===== src/rtl/intr_request_unit_pkg.sv =====
// Shared interrupt constants: source count, CPU vector addresses and CP0 register indices.
package intr_request_unit_pkg;

  localparam int unsigned N_SRC_DEFAULT = 3;

  // Exception vectors taken by the core for each source
  localparam logic [31:0] IRQ_VEC_SRC2 = 32'h0000_0000;
  localparam logic [31:0] IRQ_VEC_SRC1 = 32'h0000_0600;
  localparam logic [31:0] IRQ_VEC_SRC0 = 32'h0000_0800;

  localparam logic [4:0] CP0_REG_DISABLE = 5'h16;
  localparam logic [4:0] CP0_REG_MASK    = 5'h17;
  localparam logic [4:0] CP0_REG_EPC     = 5'h0E;

  function automatic logic [31:0] irq_vector(input int unsigned src);
    unique case (src)
      2:       irq_vector = IRQ_VEC_SRC2;
      1:       irq_vector = IRQ_VEC_SRC1;
      default: irq_vector = IRQ_VEC_SRC0;
    endcase
  endfunction

endpackage


===== src/rtl/intr_request_unit_prio_enc.sv =====
// Highest-set-bit one-hot priority encoder; all-zero output for all-zero input.
module intr_request_unit_prio_enc #(
  parameter int unsigned Width = 3
) (
  input  logic [Width-1:0] req_i,
  output logic [Width-1:0] gnt_o
);

  // Scanning upward lets the highest set bit overwrite lower ones
  always_comb begin
    gnt_o = '0;
    for (int i = 0; i < Width; i++) begin
      if (req_i[i]) begin
        gnt_o    = '0;
        gnt_o[i] = 1'b1;
      end
    end
  end

endmodule


===== src/rtl/intr_request_unit.sv =====
// Interrupt request front-end: edge detect, pending latch, mask/disable gating, priority grant.
// Define IRQ_SYNC_EN to add a two-flop synchronizer on irq_in for asynchronous sources.
module intr_request_unit
  import intr_request_unit_pkg::*;
#(
  parameter int unsigned N_SRC = N_SRC_DEFAULT
) (
  input  logic             clk,
  input  logic             rst_n,
  input  logic [N_SRC-1:0] irq_in,
  input  logic [N_SRC-1:0] irq_mask,
  input  logic             irq_disable,
  output logic [N_SRC-1:0] irq_grant,
  output logic [N_SRC-1:0] irq_pending
);

  logic [N_SRC-1:0] irq_s;
  logic [N_SRC-1:0] prev_q;
  logic [N_SRC-1:0] pending_q, pending_d;
  logic [N_SRC-1:0] rise;
  logic [N_SRC-1:0] elig;

`ifdef IRQ_SYNC_EN
  logic [N_SRC-1:0] sync1_q, sync2_q;

  always_ff @(posedge clk or negedge rst_n) begin
    if (!rst_n) begin
      sync1_q <= '0;
      sync2_q <= '0;
    end else begin
      sync1_q <= irq_in;
      sync2_q <= sync1_q;
    end
  end

  assign irq_s = sync2_q;
`else
  assign irq_s = irq_in;
`endif

  // prev resets to 0 so a line already high at reset release counts as a rise
  always_ff @(posedge clk or negedge rst_n) begin
    if (!rst_n) begin
      prev_q    <= '0;
      pending_q <= '0;
    end else begin
      prev_q    <= irq_s;
      pending_q <= pending_d;
    end
  end

  always_comb begin
    rise = irq_s & ~prev_q;
    elig = irq_disable ? '0 : (pending_q & ~irq_mask);
    // A fresh edge wins over consumption by the grant
    pending_d = rise | (pending_q & ~irq_grant);
  end

  intr_request_unit_prio_enc #(
    .Width (N_SRC)
  ) u_prio_enc (
    .req_i (elig),
    .gnt_o (irq_grant)
  );

  assign irq_pending = pending_q;

endmodule


===== config.mk =====
export PLATFORM = sky130hd
export DESIGN_NAME = intr_request_unit
export DESIGN_NICKNAME = d
export VERILOG_FILES = /design/src/rtl/intr_request_unit_pkg.sv /design/src/rtl/intr_request_unit_prio_enc.sv /design/src/rtl/intr_request_unit.sv
export SDC_FILE = /design/constraint.sdc
export NUM_CORES = 1
export LEC_CHECK = 0
export ABC_CLOCK_PERIOD_IN_PS = 2100
export CAP_MARGIN = 15
export CORE_AREA = 3 3 40 42
export DETAILED_ROUTE_END_ITERATION = 10
export DIE_AREA = 0 0 43 45
export PLACE_DENSITY = 0.54
export SYNTH_ARGS = -nofsm -noshare
export SYNTH_HDL_FRONTEND = slang
export SYNTH_SLANG_ARGS = --single-unit

===== constraint.sdc =====
create_clock -name clk -period 2.1 [get_ports clk]
set_clock_uncertainty 0.05 [all_clocks]
set_input_delay 0.42 -clock clk [delete_from_list [all_inputs] [get_ports clk]]
set_output_delay 0.42 -clock clk [all_outputs]
set_load 0.01 [all_outputs]

==> reports/qor.txt, run 1 <==
Cell row count - 13
Reg2reg path depth - 3
# H-tree levels - 1
Mapped Cells - 21
Psw - 0.07830 mW
Hold Vio Cnt, Final - 0
Die X-Extent - 43 µm
Max Cap Viol - 0
Buffers added on ports - 14
Worst EP arrival - 1.54 ns
Status - complete, no violations
Register area - 150.1 µm²
Fmax - 496.3 MHz
Worst R2R End - irq_pending[0]
TritonCTS clock tree - yes
CP Capture Type - primary output
Reg2reg setup slack - 0.93 ns
Avg Cell Area, Syn - 12.39 µm²
Hold Path Class - in2async
Slew @ Worst Pin - 0.2879 ns
Syn Nets - 30
Gpl congestion - 0.8246
Crit-path cells - clkdlybuf4s50_1 > a2111oi_4 > and2_1 > clkbuf_2
DR vias/cell - 4.018
First-pass GRT wire length - 1090 µm
Clock Power Share - 33.8%
Crit path max fanout - 3
Fin crit period - 2.015 ns
Startpoint Class - input pin
Initial Util - 20.25%
Multi-input gate area - 97.59 µm²
Power Density - 668.8 mW/mm²
Root Buffer - clkbuf_4
Crit path depth - 4
Layout Nets - 52
Int Pwr - 0.2363 mW
Worst-path clk slew - 0.05 ns
Switching share of power - 24.88%
Most frequent cells in the layout - clkdlybuf4s50_1 (9), dfrtp_1 (6), inv_1 (4)
Comb power frac - 23.5%
Sequential share of power - 42.7%
Via count - 225
Pin count of the biggest net entering global routing - 7
DR WL/cell - 11.57 µm
Tot GR Track Use - 8.375%
Total Power - 0.3146 mW
Worst EP required - 1.63 ns
Clk_lat worst skew - 0.24 ns
Crit share post-route - 95.95%
RR Startpoint - irq_pending[2]
Grt ovf - 0
Critical Path Max Stage Delay - 0.50 ns
Yosys cell types - 11
LEAKAGE - 0.2261 nW
Maximum vdd drop - 0.2185 mV
Initial antenna violation count - 0
Fraction of layout cells with a size suffix above 1 - 29.27%
Final setup violation count - 0
Drt pass-1 iters - 1
Hold-fix buffers at CTS - 0
Die ar. - 0.001935 mm²
Register area share after synthesis - 57.69%
FF+latch count, synth - 6
Detailed Route WL - 648 µm
Relative slew slack - 80.75%
Synth warn - 0
CORE AREA - 0.001285 mm²
Area growth syn-to-layout - 80.77%
Remaining antenna violation count - 0
Slowest CP cell - clkdlybuf4s50_1
CP top delay family - buffers and inverters
Iteration-0 DRC Markers - 0
TNS Setup - 0 ns
Worst-case clock buffer depth - 2
Final Max Tran Viols - 0
Vias in the first global route - 247
CP Class - in2out
Commonest non-fill, non-tap cell in the layout - clkdlybuf4s50_1
Sink Count - 6
Die Ht - 45 µm
Antenna diodes - 0
# fillers - 135
IO Count - 15
CP bufs+invs - 2
Synthesized area - 260.3 µm²
RSZ-0062 raised after global routing - false
CTS buffer count - 3
Residual DRC count - 0
[through the flow]
step	setup WS, ns	utilization [%]	cells	area [µm²]	hold WS (ns)
2_1_floorplan	0.5645	-	21	260.3	0.07441
3_3_place_gp	-0.4140	34.37	53	441.7	0.3540
3_5_place_dp	-0.4035	34.37	53	441.7	0.3606
4_1_cts	-0.1234	36.61	56	470.5	0.3667
5_1_grt	0.03340	36.61	56	470.5	0.3729
6_report	0.08502	36.61	56	470.5	0.3660
[state kept, by name (all words and copies together), names as in the netlist]
register / count
irq_pending: 3
prev_q: 3
[area by class of cell]
cell class | instances | area share [%]
Clock buffer | 3 | 4.787
Inverter | 5 | 3.989
Multi-Input combinational cell | 10 | 20.74
Sequential cell | 6 | 31.91
Tap cell | 15 | 3.989
Timing Repair Buffer | 17 | 34.57
[power by group through the flow]
stage | Clock, mW | Combinational, mW | Sequential, mW
5_1_grt | 0.117 | 0.0804 | 0.136
3_5_place_dp | 0 | 0.0757 | 0.136
4_1_cts | 0.111 | 0.0759 | 0.134
6_report | 0.106 | 0.0741 | 0.134
2_1_floorplan | 0 | 0.0211 | 0.139
3_3_place_gp | 0 | 0.0745 | 0.135
[cell usage after synthesis]
cell       instances  share of area, %
a2111oi_4          1                11
and2_1             1               2.4
dfrtp_1            6                58
inv_1              4               5.8
inv_2              1               1.4
nor2b_1            1               2.4
nor2b_4            1               5.3
nor4b_1            1               3.4
o21ai_0            3               5.8
o22ai_1            1               2.4
o31ai_1            1               2.9
[worst max path at each step]
stage	to	slack (ns)	from
floorplan	irq_grant[0]	0.56	irq_pending[2]
global placement	irq_grant[0]	-0.41	irq_mask[2]
detailed placement	irq_grant[0]	-0.40	irq_mask[2]
CTS	irq_grant[0]	-0.12	irq_mask[1]
global route	irq_grant[0]	0.03	irq_disable
finish	irq_grant[0]	0.09	irq_disable
[routing by layer]
| layer | global-route usage, % | part of all wire, % | wire (µm) |
|---|---|---|---|
| met4 | 7.229 | 0 | 0 |
| met5 | 0 | 0 | 0 |
| met1 | 9.804 | 44 | 286 |
| met2 | 11.08 | 44 | 285 |
| met3 | 4.382 | 12 | 76 |
[worst reg2reg max path: stages (launching register included)]
cell and delay, ns:
dfrtp_1 0.38, nor2b_4 0.14, a2111oi_4 0.33, o22ai_1 0.13
[kinds of logic (layout without fill, tap and decap cells)]
| group | after synthesis | count (layout) | synth area share, % |
|---|---|---|---|
| buf+inv | 5 | 25 | 7.208 |
| flops | 6 | 6 | 57.69 |
| simple gates | 4 | 4 | 13.46 |
| compound gates | 6 | 6 | 21.64 |
[timing repair]
item / in CTS / in global routing
setup endpoints to repair: 3 / 3
pin swaps: 0 / 1
resized for setup: 8 / 3
buffers inserted: 0 / 0
No activity file was read; power rests on OpenSTA's default activity.
==> run 2: changes to the inputs <==
--- a/config.mk
+++ b/config.mk
@@ -10,7 +10,7 @@
 export CORE_AREA = 3 3 40 42
 export DETAILED_ROUTE_END_ITERATION = 10
 export DIE_AREA = 0 0 43 45
-export PLACE_DENSITY = 0.54
+export PLACE_DENSITY = 0.48
 export SYNTH_ARGS = -nofsm -noshare
 export SYNTH_HDL_FRONTEND = slang
 export SYNTH_SLANG_ARGS = --single-unit
==> reports/qor.txt, run 2 (same netlist as run 1, synthesis figures left out) <==
Slew @ Worst Pin - 0.2668 ns (was 0.2879 ns)
Final Max Tran Viols - 0 (unchanged)
Grt ovf - 0 (unchanged)
Commonest non-fill, non-tap cell in the layout - clkdlybuf4s50_1 (unchanged)
Die Ht - 45 µm (unchanged)
Buffers added on ports - 14 (unchanged)
CTS buffer count - 3 (unchanged)
Max Cap Viol - 0 (unchanged)
# fillers - 148 (was 135)
Fin crit period - 1.927 ns (was 2.015 ns)
Worst EP arrival - 1.46 ns (was 1.54 ns)
First-pass GRT wire length - 966 µm (was 1090 µm)
Most frequent cells in the layout - clkdlybuf4s50_1 (8), dfrtp_1 (6), inv_1 (4) (was clkdlybuf4s50_1 (9), dfrtp_1 (6), inv_1 (4))
Worst R2R End - irq_pending[0] (unchanged)
Pre-CTS WS - -0.3994 ns (was -0.4035 ns)
Maximum vdd drop - 0.2908 mV (was 0.2185 mV)
Fmax - 519.0 MHz (was 496.3 MHz)
Detailed Route WL - 548 µm (was 648 µm)
Relative slew slack - 82.16% (was 80.75%)
Critical Path Max Stage Delay - 0.45 ns (was 0.50 ns)
DR WL/cell - 9.786 µm (was 11.57 µm)
Hold Path Class - in2async (unchanged)
Reg2reg path depth - 3 (unchanged)
# H-tree levels - 1 (unchanged)
Crit share post-route - 91.75% (was 95.95%)
Initial antenna violation count - 0 (unchanged)
Reg2reg setup slack - 0.95 ns (was 0.93 ns)
Iteration-0 DRC Markers - 2 (was 0)
Worst EP required - 1.63 ns (about the same)
Gpl congestion - 0.6865 (was 0.8246)
Slowest CP cell - clkdlybuf4s50_1 (unchanged)
IO Count - 15 (unchanged)
Multi-input gate area - 97.59 µm² (unchanged)
Vias in the first global route - 251 (was 247)
Root Buffer - clkbuf_4 (unchanged)
Crit-path cells - clkdlybuf4s50_1 > a2111oi_4 > and2_1 > clkdlybuf4s15_2 (was clkdlybuf4s50_1 > a2111oi_4 > and2_1 > clkbuf_2)
DR vias/cell - 3.821 (was 4.018)
CORE AREA - 0.001285 mm² (unchanged)
Layout Nets - 52 (unchanged)
Residual DRC count - 0 (unchanged)
CP bufs+invs - 2 (unchanged)
CP Class - in2out (unchanged)
Drt pass-1 iters - 2 (was 1)
CP Capture Type - primary output (unchanged)
Die X-Extent - 43 µm (unchanged)
RSZ-0062 raised after global routing - false (unchanged)
Die ar. - 0.001935 mm² (unchanged)
Crit path depth - 4 (unchanged)
Status - complete, no violations (unchanged)
Sink Count - 6 (unchanged)
Tot GR Track Use - 6.862% (was 8.375%)
TNS Setup - 0 ns (unchanged)
Hpwl dp - 481.2 µm
Post-route setup slack - 0.1731 ns (was 0.08502 ns)
Startpoint Class - input pin (unchanged)
CP top delay family - buffers and inverters (unchanged)
Worst-path clk slew - 0.04 ns (was 0.05 ns)
Final setup violation count - 0 (unchanged)
LEAKAGE - 0.2388 nW (was 0.2261 nW)
Power Density - 642.7 mW/mm² (was 668.8 mW/mm²)
Hold Vio Cnt, Final - 0 (unchanged)
Via count - 214 (was 225)
Crit path max fanout - 2 (was 3)
Cell row count - 13 (unchanged)
Area growth syn-to-layout - 83.17% (was 80.77%)
Final non-filler cell total - 56 (unchanged)
RR Startpoint - irq_pending[2] (unchanged)
Total Power - 0.3064 mW (was 0.3146 mW)
Initial Util - 20.25% (unchanged)
Placed cell count - 53 (unchanged)
Antenna diodes - 0 (unchanged)
Worst-case clock buffer depth - 2 (unchanged)
Remaining antenna violation count - 0 (unchanged)
TritonCTS clock tree - yes (unchanged)
Setup bufs post-CTS - 0 (unchanged)
Clk_lat worst skew - 0.23 ns (was 0.24 ns)
Register area - 150.1 µm² (unchanged)
Pin count of the biggest net entering global routing - 7 (unchanged)
Fraction of layout cells with a size suffix above 1 - 26.83% (was 29.27%)
[run 2: cell count changes in the layout (fill, tap and decap cells not counted)]
cell             delta
clkdlybuf4s50_1     -1
clkbuf_2            -1
dlygate4sd1_1       +1
dlymetal6s2s_1      +1
[run 2: worst max-delay path by stage]
stage              startpoint      endpoint  slack, ns
4_1_cts           irq_mask[1]  irq_grant[0]      -0.09
6_report          irq_mask[0]  irq_grant[0]       0.17
3_5_place_dp      irq_mask[2]  irq_grant[0]      -0.40
3_3_place_gp      irq_mask[2]  irq_grant[0]      -0.41
5_1_grt        irq_pending[2]  irq_grant[0]       0.09
2_1_floorplan  irq_pending[2]  irq_grant[0]       0.56
[run 2: per-layer routing]
metal  vias to the layer above  GRT usage [%]  share of wire, %
met3                         0          2.390                10
met4                         0          5.422                 0
met2                         8          12.87                53
met5                         -              0                 0
met1                        94          5.868                36
li1                        112              -                 -
[run 2: area by class of cell]
class | count | area share, %
inverters | 5 | 3.937
clock buffers | 3 | 4.724
repair buffers | 17 | 35.43
flip-flops and latches | 6 | 31.50
multi-input cells | 10 | 20.47
well taps | 15 | 3.937
[run 2: repair_timing]
action                                  in CTS  in global routing
hold endpoints to repair                     0                  0
endpoints found under the setup margin       3                  2
gates cloned                                 0                  0
gates resized for setup                      7                  4
pin swaps                                    0                  1
hold buffers                                 0                  0
[run 2: report_power, final]
| group | switching (mW) | internal (mW) | leakage (nW) |
|---|---|---|---|
| registers | 0.00716 | 0.127 | 0.0675 |
| clock network | 0.0354 | 0.0642 | 0.0138 |
| logic | 0.0278 | 0.0453 | 0.158 |
[run 2: metrics by stage]
| stage | hold WS (ns) | util, % | cell area [µm²] |
|---|---|---|---|
| CTS | 0.3721 | 36.03 | 462.9 |
| finish | 0.3737 | 37.10 | 476.7 |
| detailed placement | 0.3625 | 34.37 | 441.7 |
| global route | 0.3849 | 37.10 | 476.7 |
| global placement | 0.3525 | 34.37 | 441.7 |
| floorplan | 0.07441 | - | 260.3 |
[run 2: worst register-to-register path, delay by kind of cell, from the launching register on]
family / cells / cell delay [ns]
flip-flops: 1 / 0.38
AND/OR/NAND/NOR: 1 / 0.14
AO/OA/AOI/OAI: 2 / 0.45
==> run 3: changes to the inputs <==
--- a/config.mk
+++ b/config.mk
@@ -5,7 +5,6 @@
 export SDC_FILE = /design/constraint.sdc
 export NUM_CORES = 1
 export LEC_CHECK = 0
-export ABC_CLOCK_PERIOD_IN_PS = 2100
 export CAP_MARGIN = 15
 export CORE_AREA = 3 3 40 42
 export DETAILED_ROUTE_END_ITERATION = 10
==> results of run 3 <==
Same layout as run 2: the final DEF is identical, and so are final timing and power.
